### config.mk
export PLATFORM = sky130hd
export DESIGN_NAME = load_store_unit_flat
export DESIGN_NICKNAME = d
export VERILOG_FILES = /design/src/rtl/mips_mem_pkg.sv /design/src/rtl/load_store_unit_if.sv /design/src/rtl/lsu_lane_align.sv /design/src/rtl/load_store_unit.sv /design/src/flat_wrapper.sv
export SDC_FILE = /design/constraint.sdc
export NUM_CORES = 1
export LEC_CHECK = 0
export BUFFER_PORTS_ARGS = -buffer_cell sky130_fd_sc_hd__buf_4
export CORE_MARGIN = 5
export CORE_UTILIZATION = 40
export CTS_CLUSTER_SIZE = 40
export DETAILED_ROUTE_END_ITERATION = 10
export PLACE_DENSITY = 0.75
export SYNTH_ARGS = -nofsm -noshare
export SYNTH_HDL_FRONTEND = slang
export SYNTH_SLANG_ARGS = --single-unit
### constraint.sdc
create_clock -name clk -period 2.4 [get_ports clk]
set_input_delay 0.48 -clock clk [delete_from_list [all_inputs] [get_ports clk]]
set_output_delay 0.48 -clock clk [all_outputs]
set_load 0.03 [all_outputs]
### src/rtl/mips_mem_pkg.sv
// Shared encodings for the memory-stage load/store unit.
// Op codes, FSM states and lane helpers.
package mips_mem_pkg;
  localparam int REGSIZE = 32;
  localparam int ADDR_W  = 7;
  localparam int LANE_W  = 8;
  localparam int HALF_W  = 16;

  localparam logic [2:0] OP_LW  = 3'd0;
  localparam logic [2:0] OP_LH  = 3'd1;
  localparam logic [2:0] OP_LHU = 3'd2;
  localparam logic [2:0] OP_LB  = 3'd3;
  localparam logic [2:0] OP_LBU = 3'd4;
  localparam logic [2:0] OP_SW  = 3'd5;
  localparam logic [2:0] OP_SH  = 3'd6;
  localparam logic [2:0] OP_SB  = 3'd7;

  typedef enum logic [1:0] {
    IDLE,
    READ,
    WRITE
  } state_t;

  function automatic logic is_misaligned(
    input logic [2:0] op,
    input logic [1:0] lo
  );
    logic word_op;
    logic half_op;
    word_op = (op == OP_LW) || (op == OP_SW);
    half_op = (op == OP_LH) || (op == OP_LHU)
           || (op == OP_SH);
    return (word_op && (lo != 2'b00))
        || (half_op && lo[0]);
  endfunction

  function automatic logic is_load(
    input logic [2:0] op
  );
    return op <= OP_LBU;
  endfunction
endpackage

### src/rtl/load_store_unit_if.sv
// Request/response handshake plus data-memory pins.
// master: execute stage + memory; slave: the LSU.
interface load_store_unit_if;
  import mips_mem_pkg::*;

  logic               req_valid;
  logic               req_ready;
  logic [2:0]         req_op;
  logic [ADDR_W-1:0]  req_addr;
  logic [REGSIZE-1:0] req_wdata;
  logic               resp_valid;
  logic [REGSIZE-1:0] resp_data;
  logic               resp_misaligned;
  logic               mem_read;
  logic               mem_write;
  logic [4:0]         mem_addr;
  logic [REGSIZE-1:0] mem_wdata;
  logic [REGSIZE-1:0] mem_rdata;

  modport slave (
    input  req_valid, req_op, req_addr,
    input  req_wdata, mem_rdata,
    output req_ready, resp_valid,
    output resp_data, resp_misaligned,
    output mem_read, mem_write,
    output mem_addr, mem_wdata
  );

  modport master (
    output req_valid, req_op, req_addr,
    output req_wdata, mem_rdata,
    input  req_ready, resp_valid,
    input  resp_data, resp_misaligned,
    input  mem_read, mem_write,
    input  mem_addr, mem_wdata
  );
endinterface

### src/rtl/lsu_lane_align.sv
// Sub-word lane extraction with sign/zero extension,
// and lane merge for byte/halfword read-modify-write.
module lsu_lane_align
  import mips_mem_pkg::*;
(
  input  logic [2:0]         op,
  input  logic [1:0]         lane,
  input  logic [REGSIZE-1:0] rdata,
  input  logic [HALF_W-1:0]  wdata,
  output logic [REGSIZE-1:0] load_data,
  output logic [REGSIZE-1:0] merged
);
  logic [LANE_W-1:0] b;
  logic [HALF_W-1:0] h;

  always_comb begin
    b = rdata[{lane, 3'b000} +: LANE_W];
    h = lane[1] ? rdata[31:16] : rdata[15:0];
    load_data = rdata;
    merged    = rdata;
    unique case (1'b1)
      (op == OP_LB):  load_data = {{24{b[7]}}, b};
      (op == OP_LBU): load_data = {24'd0, b};
      (op == OP_LH):  load_data = {{16{h[15]}}, h};
      (op == OP_LHU): load_data = {16'd0, h};
      (op == OP_SB):
        merged[{lane, 3'b000} +: LANE_W] = wdata[7:0];
      (op == OP_SH):
        if (lane[1]) merged[31:16] = wdata;
        else         merged[15:0]  = wdata;
      default: ;
    endcase
  end
endmodule

### src/rtl/load_store_unit.sv
// Memory-stage LSU: one request at a time, RMW for
// sub-word stores, misaligned requests answered in IDLE.
module load_store_unit
  import mips_mem_pkg::*;
(
  input  logic clk,
  input  logic rst_n,
  load_store_unit_if.slave bus
);
  state_t             state_q, state_d;
  logic [2:0]         op_q, op_d;
  logic [ADDR_W-1:0]  addr_q, addr_d;
  logic [REGSIZE-1:0] wdata_q, wdata_d;
  logic [REGSIZE-1:0] rdata_q, rdata_d;
  logic               rvalid_q, rvalid_d;
  logic               rmis_q, rmis_d;
  logic [REGSIZE-1:0] load_data;
  logic [REGSIZE-1:0] merged;

  lsu_lane_align u_align (
    .op        (op_q),
    .lane      (addr_q[1:0]),
    .rdata     (bus.mem_rdata),
    .wdata     (wdata_q[HALF_W-1:0]),
    .load_data (load_data),
    .merged    (merged)
  );

  assign bus.resp_valid      = rvalid_q;
  assign bus.resp_data       = rdata_q;
  assign bus.resp_misaligned = rmis_q;

  always_comb begin
    state_d       = state_q;
    op_d          = op_q;
    addr_d        = addr_q;
    wdata_d       = wdata_q;
    rdata_d       = rdata_q;
    rmis_d        = rmis_q;
    rvalid_d      = 1'b0;
    bus.req_ready = 1'b0;
    bus.mem_read  = 1'b0;
    bus.mem_write = 1'b0;
    bus.mem_addr  = '0;
    bus.mem_wdata = '0;
    unique case (state_q)
      IDLE: begin
        bus.req_ready = rst_n;
        if (bus.req_valid && rst_n) begin
          op_d    = bus.req_op;
          addr_d  = bus.req_addr;
          wdata_d = bus.req_wdata;
          if (is_misaligned(bus.req_op,
                            bus.req_addr[1:0])) begin
            rvalid_d = 1'b1;
            rmis_d   = 1'b1;
            rdata_d  = '0;
          end else if (bus.req_op == OP_SW) begin
            state_d = WRITE;
          end else begin
            state_d = READ;
          end
        end
      end
      READ: begin
        bus.mem_read = 1'b1;
        bus.mem_addr = addr_q[ADDR_W-1:2];
        if (is_load(op_q)) begin
          rvalid_d = 1'b1;
          rmis_d   = 1'b0;
          rdata_d  = load_data;
          state_d  = IDLE;
        end else begin
          wdata_d = merged;
          state_d = WRITE;
        end
      end
      WRITE: begin
        bus.mem_write = 1'b1;
        bus.mem_addr  = addr_q[ADDR_W-1:2];
        bus.mem_wdata = wdata_q;
        rvalid_d      = 1'b1;
        rmis_d        = 1'b0;
        rdata_d       = '0;
        state_d       = IDLE;
      end
      default: state_d = IDLE;
    endcase
  end

  always_ff @(posedge clk or negedge rst_n) begin
    if (!rst_n) begin
      state_q  <= IDLE;
      op_q     <= '0;
      addr_q   <= '0;
      wdata_q  <= '0;
      rdata_q  <= '0;
      rvalid_q <= 1'b0;
      rmis_q   <= 1'b0;
    end else begin
      state_q  <= state_d;
      op_q     <= op_d;
      addr_q   <= addr_d;
      wdata_q  <= wdata_d;
      rdata_q  <= rdata_d;
      rvalid_q <= rvalid_d;
      rmis_q   <= rmis_d;
    end
  end
endmodule

### src/flat_wrapper.sv
// flat-port wrapper written by rule: the top's interface ports become plain ports
module load_store_unit_flat import mips_mem_pkg::*;
  (clk, rst_n, bus_req_valid, bus_req_op, bus_req_addr, bus_req_wdata, bus_mem_rdata, bus_req_ready, bus_resp_valid, bus_resp_data, bus_resp_misaligned, bus_mem_read, bus_mem_write, bus_mem_addr, bus_mem_wdata);
  load_store_unit_if bus_i ();
  input  logic clk;
  input  logic rst_n;
  input wire logic [$bits(bus_i.req_valid)-1:0] bus_req_valid;
  input wire logic [$bits(bus_i.req_op)-1:0] bus_req_op;
  input wire logic [$bits(bus_i.req_addr)-1:0] bus_req_addr;
  input wire logic [$bits(bus_i.req_wdata)-1:0] bus_req_wdata;
  input wire logic [$bits(bus_i.mem_rdata)-1:0] bus_mem_rdata;
  output wire logic [$bits(bus_i.req_ready)-1:0] bus_req_ready;
  output wire logic [$bits(bus_i.resp_valid)-1:0] bus_resp_valid;
  output wire logic [$bits(bus_i.resp_data)-1:0] bus_resp_data;
  output wire logic [$bits(bus_i.resp_misaligned)-1:0] bus_resp_misaligned;
  output wire logic [$bits(bus_i.mem_read)-1:0] bus_mem_read;
  output wire logic [$bits(bus_i.mem_write)-1:0] bus_mem_write;
  output wire logic [$bits(bus_i.mem_addr)-1:0] bus_mem_addr;
  output wire logic [$bits(bus_i.mem_wdata)-1:0] bus_mem_wdata;
  assign bus_i.req_valid = bus_req_valid;
  assign bus_i.req_op = bus_req_op;
  assign bus_i.req_addr = bus_req_addr;
  assign bus_i.req_wdata = bus_req_wdata;
  assign bus_i.mem_rdata = bus_mem_rdata;
  assign bus_req_ready = bus_i.req_ready;
  assign bus_resp_valid = bus_i.resp_valid;
  assign bus_resp_data = bus_i.resp_data;
  assign bus_resp_misaligned = bus_i.resp_misaligned;
  assign bus_mem_read = bus_i.mem_read;
  assign bus_mem_write = bus_i.mem_write;
  assign bus_mem_addr = bus_i.mem_addr;
  assign bus_mem_wdata = bus_i.mem_wdata;
  load_store_unit u_core (.clk(clk), .rst_n(rst_n), .bus(bus_i));
endmodule
==> impl_metrics.json <==
{
  "seq_area_frac_synth_pct": 39.8,
  "wirelength_um": 17200,
  "synth_edf_count": 0,
  "worst_pin_slew_ns": 0.714,
  "rsz0062_at_grt": "false",
  "antenna_found_initial": 0,
  "initial_core_util_pct": 40.9,
  "port_buffers": 150,
  "cts-buffers-inserted": 9,
  "fin_skew_ns": 0.00541,
  "swShare_pct": 47.3,
  "fmax_mhz": 442,
  "r2r_start": "u_core.state_q[0]$_DFFE_PN0P_",
  "drv_slew": 0,
  "clock_path_buffers": 2,
  "grt_pass1_wl_um": 26100,
  "post-route-min-period_ns": 2.26,
  "htreeDepth": 3,
  "ioPinCount": 151,
  "dp_cells": 797,
  "postCtsHoldBufs": 0,
  "intPower_uw": 4840,
  "first_global_vias": 4677,
  "fin_tns_setup_ns": 0,
  "netlist_instances": 520,
  "drc_errors": 0,
  "grt_usage_pct": 23.0,
  "comb_power_share_pct": 59.6,
  "syn_to_final_growth_pct": 31.9,
  "synth_cell_types": 57,
  "clkPwrFrac_pct": 15.1,
  "cts.sinks": 78,
  "synth_seq_cells": 78,
  "grt_start_max_net_pins": 44,
  "nFillCells": 1073,
  "multi_input_area_um2": 2570,
  "die_h_um": 121,
  "gp_congestion": 0.922,
  "cp.arrival_ns": 1.78,
  "maxCapViolations": 0,
  "die-area_um2": 14600,
  "post_cts_buffers": 0,
  "design.core.area_um2": 12000,
  "dieWidth_um": 121,
  "netlist.area_leader.share_pct": 39.8,
  "synthArstFlopShare_pct": 100,
  "antennaDiodeCount": 0,
  "cp_max_fo": 32,
  "setup_viol": 0,
  "r2r.worst_path.cells": 6,
  "drive_gt1_share_pct": 30.9,
  "synth_area_um2": 4910,
  "drtAntennaViolNets": 0,
  "first_pass_iters": 6,
  "avgSynthCellArea_um2": 9.44,
  "p_per_area_nw_per_um2": 1420,
  "power_switching_uw": 4330,
  "root_buffer": "clkbuf_16",
  "hold_viol": 0,
  "num_vias": 4889,
  "row_count": 40,
  "dominantRegCellSynth": "dfrtp_1",
  "viasPerCell": 6.01,
  "initialDrtViolationCount": 680,
  "syn-num-nets": 606,
  "layout_commonest_cell": "buf_4",
  "power_uw": 9170,
  "endpoint_kind": "output pin",
  "seqCellArea_um2": 1950,
  "pre_cts_slack_ns": 0.313,
  "p_leak_uw": 0.00300,
  "grt.overflow.total": 0,
  "fin_nets": 747,
  "post-route-period-util_pct": 94.3,
  "slew_headroom_pct": 51.8,
  "wire_per_inst_um": 21.1,
  "startpoint": "u_core.state_q[0]$_DFFE_PN0P_",
  "setup_slack_ns": 0.138,
  "clkTransAtPathRegs_ns": 0.06,
  "post-synth-top-area-cell": "dfrtp_1",
  "hold_class": "primary input to asynchronous set/reset pin",
  "critical_path_required_ns": 1.92,
  "dpl.hpwl_um": 12900,
  "clock_latency_ns": 0.34,
  "seqPwrFrac_pct": 25.3,
  "ys_top_cells_by_area": "dfrtp_1, o32ai_1, and2_1",
  "ir_worst_vdd_uv": 764,
  "yosys_warnings": 0,
  "cts_tree": "built",
  "path_class": "flip-flop to output pin",
  "final_cell_mix": "buf_4, dfrtp_1, inv_1, and2_1, nor2_1",
  "ctsResizeCount": 0,
  "startpoint_type": "flip-flop",
  "stdcell_count": 813,
  "status": "completed"
}
sequential cells by signal, summed over array words and instances (netlist names):
name	count
u_core.bus.resp_data	32
u_core.state_q	2
u_core.addr_q	7
u_core.bus.resp_misaligned	1
u_core.wdata_q	32
u_core.op_q	3
u_core.bus.resp_valid	1
per-layer routing:
| layer | GRT usage, % | vias to the layer above | wire (um) |
|---|---|---|---|
| li1 | - | 2221 | - |
| met3 | 4.63 | 38 | 1710 |
| met1 | 31.8 | 2323 | 7250 |
| met4 | 7.79 | 0 | 405 |
| met5 | 0 | - | 0 |
| met2 | 36.2 | 307 | 7790 |
critical path: stages (launching register included):
cell     delay, ns
dfrtp_1       0.40
inv_1         0.10
ha_1          0.27
buf_4         0.30
and2_1        0.19
buf_4         0.17
power by group through the flow:
stage	logic (uW)	registers [uW]	clock network [uW]
after floorplan	3510	2520	0
after global placement	5290	2310	0
after detailed placement	5430	2330	0
after CTS	5460	2310	1390
after global routing	5890	2380	1450
final	5470	2320	1380
layout make-up:
type                    instances  share of cell area (%)
repair buffers                171                    20.0
multi-input cells             354                    39.7
inverters                      47                    2.72
flip-flops and latches         78                    30.1
clock buffers                  10                    3.69
clock inverters                 6                   0.946
well taps                     147                    2.84
path summary, 6_finish.rpt:
kind	end	slack, ns
setup / recovery	bus_mem_wdata[2]	0.14
hold / removal	u_core.wdata_q[25]$_DFFE_PN0P_	0.25
setup reg to reg	u_core.wdata_q[22]$_DFFE_PN0P_	0.26
hold reg to reg	u_core.wdata_q[28]$_DFFE_PN0P_	0.48
max in group asynchronous	u_core.wdata_q[18]$_DFFE_PN0P_	1.71
min in group clk	u_core.addr_q[3]$_DFFE_PN0P_	0.38
kinds of logic after synthesis:
group,Yosys count,share of synthesized area [%]
AO/OA/AOI/OAI,163,26.0
AND/OR/NAND/NOR,153,17.6
buffers and inverters,88,7.93
flip-flops,78,39.8
multiplexers,22,5.02
adder cells (fa/ha/maj),16,3.72
stage by stage:
step | hold slack [ns] | utilization, % | instance area, um^2
after global routing | 0.294 | 53.9 | 6480
after floorplan | 0.184 | - | 4910
after global placement | 0.452 | 51.4 | 6180
after detailed placement | 0.459 | 51.4 | 6180
after CTS | 0.256 | 53.9 | 6480
final | 0.247 | 53.9 | 6480
synthesized netlist by cell type, drive strengths merged, types with 9 or more instances:
cell,n
a21oi,14
a221oi,16
and2,45
and3,9
buf,25
clkbuf,16
dfrtp,78
ha,9
inv,47
mux2,11
mux2i,10
nand2,23
nor2,39
o21a,11
o21ai,20
o31ai,11
o32ai,38
Power figures use the tool's default switching activity.
